`src/rtl/display_pkg.sv`:
```
// Glyph codes and active-low 7-segment patterns shared by the message display
// multiplexer and its glyph decoder.
package display_pkg;

    localparam logic [3:0] G_F     = 4'h0;
    localparam logic [3:0] G_R     = 4'h1;
    localparam logic [3:0] G_E     = 4'h2;
    localparam logic [3:0] G_P     = 4'h3;
    localparam logic [3:0] G_A     = 4'h4;
    localparam logic [3:0] G_O     = 4'h5;
    localparam logic [3:0] G_U     = 4'h6;
    localparam logic [3:0] G_L     = 4'h7;
    localparam logic [3:0] G_DASH  = 4'h8;
    localparam logic [3:0] G_BLANK = 4'hF;

    // Segment order {a,b,c,d,e,f,g}, 0 = lit.
    localparam logic [6:0] SEG_F    = 7'b0111000;
    localparam logic [6:0] SEG_R    = 7'b1111010;
    localparam logic [6:0] SEG_E    = 7'b0110000;
    localparam logic [6:0] SEG_P    = 7'b0011000;
    localparam logic [6:0] SEG_A    = 7'b0001000;
    localparam logic [6:0] SEG_O    = 7'b0000001;
    localparam logic [6:0] SEG_U    = 7'b1000001;
    localparam logic [6:0] SEG_L    = 7'b1110001;
    localparam logic [6:0] SEG_DASH = 7'b1111110;
    localparam logic [6:0] SEG_OFF  = 7'h7F;

    // Counter width for a range of n values, never narrower than one bit.
    function automatic int unsigned width_min1(input int unsigned n);
        return (n > 1) ? $clog2(n) : 1;
    endfunction

endpackage

```
`src/rtl/decodificador_glifo.sv`:
```
// Combinational glyph decoder: 4-bit message code to active-low segments.
module decodificador_glifo
    import display_pkg::*;
(
    input  logic [3:0] code_i,
    output logic [6:0] seg_o
);

    always_comb begin
        seg_o = SEG_OFF;
        case (code_i)
            G_F:     seg_o = SEG_F;
            G_R:     seg_o = SEG_R;
            G_E:     seg_o = SEG_E;
            G_P:     seg_o = SEG_P;
            G_A:     seg_o = SEG_A;
            G_O:     seg_o = SEG_O;
            G_U:     seg_o = SEG_U;
            G_L:     seg_o = SEG_L;
            G_DASH:  seg_o = SEG_DASH;
            default: seg_o = SEG_OFF;
        endcase
    end

endmodule

```
`src/rtl/display_mux_mensagem.sv`:
```
// N-digit multiplexed 7-segment message display with decimal points, blink and
// a valid/ready load port whose messages only take effect at frame boundaries.
module display_mux_mensagem
    import display_pkg::*;
#(
    parameter int N_DIGITS     = 4,
    parameter int SCAN_DIV     = 50000,
    parameter int BLINK_FRAMES = 25
) (
    input  logic                  clk,
    input  logic                  rst_n,
    input  logic                  msg_valid,
    output logic                  msg_ready,
    input  logic [4*N_DIGITS-1:0] msg_data,
    input  logic [N_DIGITS-1:0]   dp_mask,
    input  logic                  blink_en,
    output logic [6:0]            seg,
    output logic                  dp,
    output logic [N_DIGITS-1:0]   digit_en
);

    localparam int CNT_W = $clog2(SCAN_DIV);
    localparam int IDX_W = width_min1(N_DIGITS);
    localparam int FRM_W = width_min1(BLINK_FRAMES);

    logic [CNT_W-1:0]      cnt_q, cnt_d;
    logic [IDX_W-1:0]      idx_q, idx_d;
    logic [FRM_W-1:0]      frm_q, frm_d;
    logic                  phase_on_q, phase_on_d;
    logic                  pend_full_q, pend_full_d;
    logic [4*N_DIGITS-1:0] pend_msg_q, pend_msg_d, act_msg_q, act_msg_d;
    logic [N_DIGITS-1:0]   pend_dp_q, pend_dp_d, act_dp_q, act_dp_d;
    logic [6:0]            seg_q, seg_d;
    logic                  dp_q, dp_d;
    logic [N_DIGITS-1:0]   digit_en_q, digit_en_d;

    logic       scan_tick, frame_end, accept, blank;
    logic [3:0] cur_code;
    logic       cur_dp;
    logic [6:0] glyph_seg;

    assign scan_tick = (cnt_q == CNT_W'(SCAN_DIV - 1));
    assign frame_end = scan_tick && (idx_q == IDX_W'(N_DIGITS - 1));
    assign accept    = msg_valid && !pend_full_q;
    assign blank     = blink_en && !phase_on_q;

    always_comb begin
        cur_code = G_BLANK;
        cur_dp   = 1'b0;
        for (int i = 0; i < N_DIGITS; i++) begin
            if (idx_q == IDX_W'(i)) begin
                cur_code = act_msg_q[4*i +: 4];
                cur_dp   = act_dp_q[i];
            end
        end
    end

    decodificador_glifo u_glifo (
        .code_i (cur_code),
        .seg_o  (glyph_seg)
    );

    // NOTE: every always_comb output gets a default first so no path can infer a latch.
    always_comb begin
        cnt_d       = scan_tick ? '0 : cnt_q + CNT_W'(1);
        idx_d       = idx_q;
        frm_d       = frm_q;
        phase_on_d  = phase_on_q;
        pend_full_d = pend_full_q;
        pend_msg_d  = pend_msg_q;
        pend_dp_d   = pend_dp_q;
        act_msg_d   = act_msg_q;
        act_dp_d    = act_dp_q;

        if (scan_tick) begin
            idx_d = frame_end ? '0 : idx_q + IDX_W'(1);
        end

        if (frame_end) begin
            if (frm_q == FRM_W'(BLINK_FRAMES - 1)) begin
                frm_d      = '0;
                phase_on_d = !phase_on_q;
            end else begin
                frm_d = frm_q + FRM_W'(1);
            end
        end

        // Transfer and acceptance are exclusive: acceptance needs an empty
        // pending register, so a message taken at frame_end waits a full frame.
        if (frame_end && pend_full_q) begin
            act_msg_d   = pend_msg_q;
            act_dp_d    = pend_dp_q;
            pend_full_d = 1'b0;
        end
        if (accept) begin
            pend_msg_d  = msg_data;
            pend_dp_d   = dp_mask;
            pend_full_d = 1'b1;
        end

        seg_d      = blank ? SEG_OFF : glyph_seg;
        dp_d       = blank || !cur_dp;
        digit_en_d = ~(N_DIGITS'(1) << idx_q);
    end

    // NOTE: state registers use non-blocking assignments so every flop samples pre-edge values.
    always_ff @(posedge clk or negedge rst_n) begin
        if (!rst_n) begin
            cnt_q       <= '0;
            idx_q       <= '0;
            frm_q       <= '0;
            phase_on_q  <= 1'b1;
            pend_full_q <= 1'b0;
            pend_msg_q  <= '1;
            pend_dp_q   <= '0;
            act_msg_q   <= '1;
            act_dp_q    <= '0;
            seg_q       <= SEG_OFF;
            dp_q        <= 1'b1;
            digit_en_q  <= '1;
        end else begin
            cnt_q       <= cnt_d;
            idx_q       <= idx_d;
            frm_q       <= frm_d;
            phase_on_q  <= phase_on_d;
            pend_full_q <= pend_full_d;
            pend_msg_q  <= pend_msg_d;
            pend_dp_q   <= pend_dp_d;
            act_msg_q   <= act_msg_d;
            act_dp_q    <= act_dp_d;
            seg_q       <= seg_d;
            dp_q        <= dp_d;
            digit_en_q  <= digit_en_d;
        end
    end

    assign msg_ready = !pend_full_q;
    assign seg       = seg_q;
    assign dp        = dp_q;
    assign digit_en  = digit_en_q;

endmodule

```
`config.mk`:
```
export PLATFORM = sky130hd
export DESIGN_NAME = display_mux_mensagem
export DESIGN_NICKNAME = d
export VERILOG_FILES = /design/src/rtl/display_pkg.sv /design/src/rtl/decodificador_glifo.sv /design/src/rtl/display_mux_mensagem.sv
export SDC_FILE = /design/constraint.sdc
export NUM_CORES = 1
export LEC_CHECK = 0
export CORE_MARGIN = 3
export CORE_UTILIZATION = 55
export DETAILED_ROUTE_END_ITERATION = 7
export GPL_TIMING_DRIVEN = 0
export HOLD_SLACK_MARGIN = 0.1
export PLACE_DENSITY = 0.9
export SKIP_LAST_GASP = 1
export SLEW_MARGIN = 20
export SYNTH_ARGS = -nofsm -noshare
export SYNTH_HDL_FRONTEND = slang
export SYNTH_HIERARCHICAL = 1
export SYNTH_SLANG_ARGS = --single-unit
```
`constraint.sdc`:
```
create_clock -name clk -period 3.3 [get_ports clk]
set_input_delay 0.33 -clock clk [delete_from_list [all_inputs] [get_ports clk]]
set_output_delay 0.33 -clock clk [all_outputs]
set_load 0.1 [all_outputs]
```
Word level (Yosys, flattened, before mapping)
Memories as Yosys holds them, arrays and structs flattened.
Index checks and enable logic that the tools add are counted.
Word-level totals
  register bits: 77
  memory bits (read-only): 112
  input bits: 24
  output and inout bits: 13
  word-level logic and storage cells: 48
  memories kept: 1
Memories
  (name not given): depth 16, bits a word 7, read ports 1, clocked after Yosys merged registers in 0, wr ports 0, line decodificador_glifo.sv:11  | case (code_i)
Cells by class
  add/subtract/negate cells: 3
  equal/unequal tests: 5
  shift-type cells: 1
  multiplexer cells: 14
  bitwise gates (word level): 1
  reductions and logical operators: 11
Operators by type and width (number)
  adder 16 x 1 -> 16 bit, second input constant: 1
  == test 16 bit, second input constant: 1
  2-to-1 mux 16 bit: 1
  2-to-1 mux 4 bit: 4
  2-to-1 mux 7 bit: 1
  2-to-1 mux 1 bit: 6
  adder 5 x 1 -> 5 bit, second input constant: 1
  == test 5 bit, second input constant: 1
  2-to-1 mux 5 bit: 1
  == test 2 bit, second input constant: 2
  logical AND 1 bit: 4
  inverter 4 bit: 1
  left shift 1 x 2 -> 4 bit, first input constant: 1
  zero test 1 bit: 3
  adder 2 x 1 -> 2 bit, second input constant: 1
  == test 2 x 1 -> 1 bit, second input constant: 1
  zero test 2 bit: 1
  2-to-1 mux 2 bit: 1
  AND reduction 2 bit: 1
  nonzero test 2 bit: 1
  logical OR 1 bit: 1

Longest topological paths before layout
  depth after elaboration: 7
  gate-level depth with buffers: 10
  mapped depth without buffers: 9

Cells and area by module
The synthesis kept the hierarchy.
By module, submodules not included
  display_mux_mensagem: times used 1, cells an instance 259, area each 3404.5 sq um, seq. area each 1983.2 sq um
  decodificador_glifo: times used 1, cells an instance 14, area each 103.8 sq um, seq. area each 0.0 sq um

Worst setup path after synthesis
No wires, ideal clock.
  path type: register -> register
  start point: reg idx_q[1]
  end point: reg seg_q[3], in the netlist seg[3]
  library setup time: 0.084 ns
  data arrival time: 2.058 ns
  required time: 3.216 ns
  setup slack: 1.158 ns
  stages on the path, launching flop included: 11
  buffers on the path: 1
  period minus slack after synthesis: 2.142 ns
  cell sequence: dfrtp_1 inv_1 ha_1 clkbuf_1 nor2_1 a221oi_1 a211oi_1 a21oi_1 mux2i_1 or2_1 nand2b_1
On the way
  longest elaborated chain between the ends: 7
  elaborated cells between the ends (all ways): 10
  classes of those cells: eq/ne: 3; mux: 5; reduce/logical: 1; memory: 1
RTL lines
  from (decl): line display_mux_mensagem.sv:27  | logic [IDX_W-1:0] idx_q, idx_d;
  from (signal assigned): line display_mux_mensagem.sv:123  | idx_q <= idx_d;
  zero test 2 bit: line display_mux_mensagem.sv:51  | if (idx_q == IDX_W'(i)) begin
  2-to-1 mux 4 bit (3 in series): line display_mux_mensagem.sv:51
  2-to-1 mux 4 bit (*): line display_mux_mensagem.sv:51
  net cur_code[1]: line display_mux_mensagem.sv:38  | logic [3:0] cur_code;
  memory read (16 x 7 bit) (*)
  net glyph_seg[3]: line display_mux_mensagem.sv:40  | logic [6:0] glyph_seg;
  2-to-1 mux 7 bit (*): line display_mux_mensagem.sv:101  | seg_d = blank ? SEG_OFF : glyph_seg;
  net seg_d[3]: line display_mux_mensagem.sv:33  | logic [6:0] seg_q, seg_d;
  to (signal assigned): line display_mux_mensagem.sv:131  | seg_q <= seg_d;
  to (decl): line display_mux_mensagem.sv:33
The timed path passes the listed nets; every way through them passes the cells marked *.
A chain may end at the register's enable or synchronous reset.

Worst setup path in the final report
  start point: reg idx_q[1]
  end point: reg seg_q[5], in the netlist seg[5]
Same word-level chain as after synthesis.

==> results.txt <==
----------------------------------------------------
[Synth]
  Simple-gate share of the synthesized area ... 13.12%
  Syn avg cell area ... 12.85 sq um
  Dominant combinational cell family by area after synthesis ... multiplexers
  XOR/XNOR share of the synthesized area ... 2.996%
  Sequential-to-total area share from yosys stat ... 56.53%
  Adder and majority cell fraction of the synthesized area ... 2.496%
  Fraction of synthesized area in multiplexers ... 15.16%
  Count of state elements after synthesis ... 77
  Share of the synthesized area in compound gates (AO/OA/AOI/OAI) ... 6.455%
  Top cells by area, synth ... sky130_fd_sc_hd__dfstp_2, sky130_fd_sc_hd__dfrtp_1, sky130_fd_sc_hd__mux2_4, sky130_fd_sc_hd__mux2_2, sky130_fd_sc_hd__ha_1
  Number of instances in the synthesized netlist ... 273
  Area share of the largest cell type after synthesis ... 33.70%
  Synthesized Nets ... 304
  Number of distinct library cells after synthesis ... 50
  Number of synthesized flops with an enable pin ... 0
  Prevailing post-synth register cell ... sky130_fd_sc_hd__dfstp_2
  Async SR Flop Fraction ... 100.0%
  Number of warnings reported in the yosys synthesis log ... 6
  Cell taking the most area after synthesis ... sky130_fd_sc_hd__dfstp_2
  Area of the mapped netlist ... 3508 sq um

[Routing]
  DRC marker count from the first detailed-route iteration ... 124
  Vias per cell ... 5.507
  Routed length per instance ... 15.82 microns
  Sum of routed wire segments on met1 ... 2692 microns
  Routed Antenna Nets ... 0
  Uppermost layer routed ... met4
  1st-pass router iterations ... 4
  Number of vias in the routed layout ... 2214
  Length of routed met3 wiring ... 243 microns
  Routed met2 length ... 3295 microns
  Post-detailed-routing wire length ... 6360 microns
  Number of remaining DRC errors ... 0

[Critical path]
  Critical path launch point type ... flip-flop
  Number of buffers and inverters on the critical path ... 2
  Crit path kind ... flip-flop to flip-flop
  Slowest library cell on the worst path ... sky130_fd_sc_hd__a21oi_1
  CP Data Arrival Time ... 3.03 ns
  Cell family with most CP delay ... compound AO/OA/AOI/OAI gates
  Worst endpoint required time ... 3.57 ns
  Biggest fanout along the worst timing path ... 10
  Cell breakdown of the critical path ... inv_1 > ha_1 > clkbuf_1 > nor2_1 > a221oi_1 > a211oi_1 > a21oi_1 > and3b_2 > o21bai_1 > nand2b_1
  Maximum single-stage delay on the critical path ... 0.53 ns
  Kind of end point of the critical path ... flip-flop

[Die]
  Core area ... 6061 sq um
  Initial Util ... 57.89%
  Cell row count ... 28
  Die Outline Area ... 7373 sq um
  Die height ... 85.87 microns
  Num ports ... 37
  Horiz. Die Dim ... 85.87 microns

[Timing]
  Slew Limit Headroom ... 34.41%
  Endpoints failing hold ... 0
  Setup violators final ... 0
  Slew Viols, Final ... 0
  RSZ-0062 raised after global routing ... false
  Worst slew pin tran ... 0.9807 ns
  Clk_skew ... 0.006415 ns
  Minimum period implied by the final worst setup slack ... 2.763 ns
  Portion of the clock cycle consumed by the worst path in the final layout ... 83.73%
  Maximum achievable frequency ... 361.9 MHz

[Clock tree]
  Number of buffers between clock root and the deepest sink ... 2
  Number of setup buffers added after CTS ... 0
  # clock sinks ... 77
  TritonCTS clock tree ... yes
  Resize count post-CTS ... 0
  Clock transition at the register clock pins on the worst setup and hold paths after CTS ... 0.08 ns
  Clock buffer count from CTS ... 9
  Clock latency of the later-clocked register in the worst-skew pair ... 0.35 ns
  Post-cts hold buffer count ... 1
  Total number of H-tree levels ... 3
  Clock tree root driver cell ... sky130_fd_sc_hd__clkbuf_8

[Global routing]
  Gr usage total ... 19.32%
  Via count of the first global-routing pass ... 2299
  Global-route wire length before repair ... 10940 microns
  Antenna violations before repair ... 0
  Largest net degree at the start of global routing ... 55
  Leftover overflow at the end of global routing ... 0

[Cells and area]
  Nets ... 353
  Proportion of layout cells with a drive suffix above 1 ... 33.94%
  Most frequent standard cell in the layout excluding fill and tap cells ... sky130_fd_sc_hd__dfstp_2
  Number of fill cells in the layout ... 413
  Final cell utilization of the core ... 69.65%
  Commonest cells after routing, fill and taps aside ... sky130_fd_sc_hd__dfstp_2, sky130_fd_sc_hd__clkdlybuf4s50_1, sky130_fd_sc_hd__dfrtp_1
  Cell area after layout ... 4222 sq um
  Area grow syn2layout ... 20.33%
  Antenna diode count ... 0
  Number of standard cells in the layout, taps in and fillers out ... 402

[Hold path]
  Classification of the worst-slack hold path ... input port to async pin

[Power]
  P per Cell Area ... 450.4 nW/um^2
  Worst ir drop on vdd ... 0.3646 mV
  Pleak ... 1.818 nW

[Run]
  MaxCap Viol Count ... 0

[Placed design]
  IO buf count ... 36
  Global placement routability congestion ... 0.7971
  Detailed placement HPWL ... 4616 microns
  Number of cells after detailed placement ... 385
  Placed standard-cell area ... 3988 sq um

[Run status]
  Outcome ... complete, no violations

----------------------------------------------------
-- path summary, 6_finish.rpt --
check,start,to,slack [ns],cells past startpoint
worst max-delay path,idx_q[1]$_DFFE_PN0N_,seg[5]$_DFF_PN1_,0.54,10
max in group asynchronous,rst_n,act_msg_q[0]$_DFFE_PN1P_,2.28,3
min in group clk,cnt_q[12]$_DFF_PN0_,cnt_q[12]$_DFF_PN0_,0.50,1
worst min register to register,cnt_q[12]$_DFF_PN0_,cnt_q[12]$_DFF_PN0_,0.50,1
worst max register to register,idx_q[1]$_DFFE_PN0N_,seg[5]$_DFF_PN1_,0.54,10
worst min-delay path,rst_n,frm_q[3]$_DFFE_PN0P_,0.42,2
-- synth_stat cells, types with 2 or more instances --
cell,number
sky130_fd_sc_hd__a211oi_1,3
sky130_fd_sc_hd__a21oi_1,5
sky130_fd_sc_hd__a221oi_1,4
sky130_fd_sc_hd__and3_1,3
sky130_fd_sc_hd__and4_1,3
sky130_fd_sc_hd__buf_6,2
sky130_fd_sc_hd__clkbuf_1,4
sky130_fd_sc_hd__dfrtp_1,32
sky130_fd_sc_hd__dfstp_2,45
sky130_fd_sc_hd__ha_1,7
sky130_fd_sc_hd__inv_1,16
sky130_fd_sc_hd__mux2_2,20
sky130_fd_sc_hd__mux2_4,19
sky130_fd_sc_hd__nand2_1,10
sky130_fd_sc_hd__nand2b_1,8
sky130_fd_sc_hd__nand3_1,11
sky130_fd_sc_hd__nand3b_1,2
sky130_fd_sc_hd__nand4_1,4
sky130_fd_sc_hd__nor2_1,13
sky130_fd_sc_hd__nor2b_1,5
sky130_fd_sc_hd__o21a_1,2
sky130_fd_sc_hd__o21ai_0,7
sky130_fd_sc_hd__o21ai_1,5
sky130_fd_sc_hd__o21bai_1,2
sky130_fd_sc_hd__o31ai_1,3
sky130_fd_sc_hd__or2_1,2
sky130_fd_sc_hd__or3_1,2
sky130_fd_sc_hd__or4_1,2
sky130_fd_sc_hd__xnor2_1,2
sky130_fd_sc_hd__xor2_1,10
-- power by group --
part / total, mW / internal (mW) / leakage (nW) / switching, mW
registers: 1.02 / 1.00 / 0.889 / 0.0179
logic: 0.109 / 0.0564 / 0.827 / 0.0529
clock network: 0.774 / 0.427 / 0.102 / 0.347
total: 1.90 / 1.48 / 1.82 / 0.418
-- registers in the layout, indices dropped and copies added, names as in the netlist --
name         flops
frm_q            5
pend_full_q      1
seg              7
pend_msg_q      16
act_dp_q         4
pend_dp_q        4
digit_en         4
cnt_q           16
act_msg_q       16
phase_on_q       1
idx_q            2
dp               1
-- area by class of cell --
cell class                      count  area, sq um  area share [%]
Timing Repair Buffer               38        395.4           9.366
Clock inverter                      7        100.1           2.371
Tap cell                           75        93.84           2.223
Inverter                           16        60.06           1.423
Multi-Input combinational cell    171         1411           33.43
Buffer                              9        53.80           1.274
Clock buffer                        9        123.9           2.934
Sequential cell                    77         1983           46.98
-- metrics by stage --
| step | setup TNS (ns) | power [mW] | hold slack, ns | worst slack, ns |
|---|---|---|---|---|
| 3_3_place_gp | -16.80 | 1.132 | 0.4734 | -0.5287 |
| 6_report | 0 | 1.901 | 0.4231 | 0.5370 |
| 5_1_grt | 0 | 1.979 | 0.4475 | 0.3149 |
| 3_5_place_dp | 0 | 1.145 | 0.2545 | 0.6428 |
| 4_1_cts | 0 | 1.926 | 0.4248 | 0.5876 |
| 2_1_floorplan | 0 | 1.079 | 0.03441 | 1.158 |
-- metal layers --
| layer | up-vias | global-route usage [%] |
|---|---|---|
| met5 | - | 0 |
| met4 | 0 | 7.050 |
| met3 | 13 | 4.995 |
| met2 | 49 | 32.66 |
| met1 | 1097 | 23.86 |
| li1 | 1055 | - |
-- cells by family after synthesis --
family,count (synthesis)
and+or+nand+nor,76
adders and majority gates,7
muxes,41
xor gates and xnor gates,12
buffers and inverters,25
AOI/OAI and AO/OA,35
DFF,77
No activity file was read; power rests on OpenSTA's default activity.
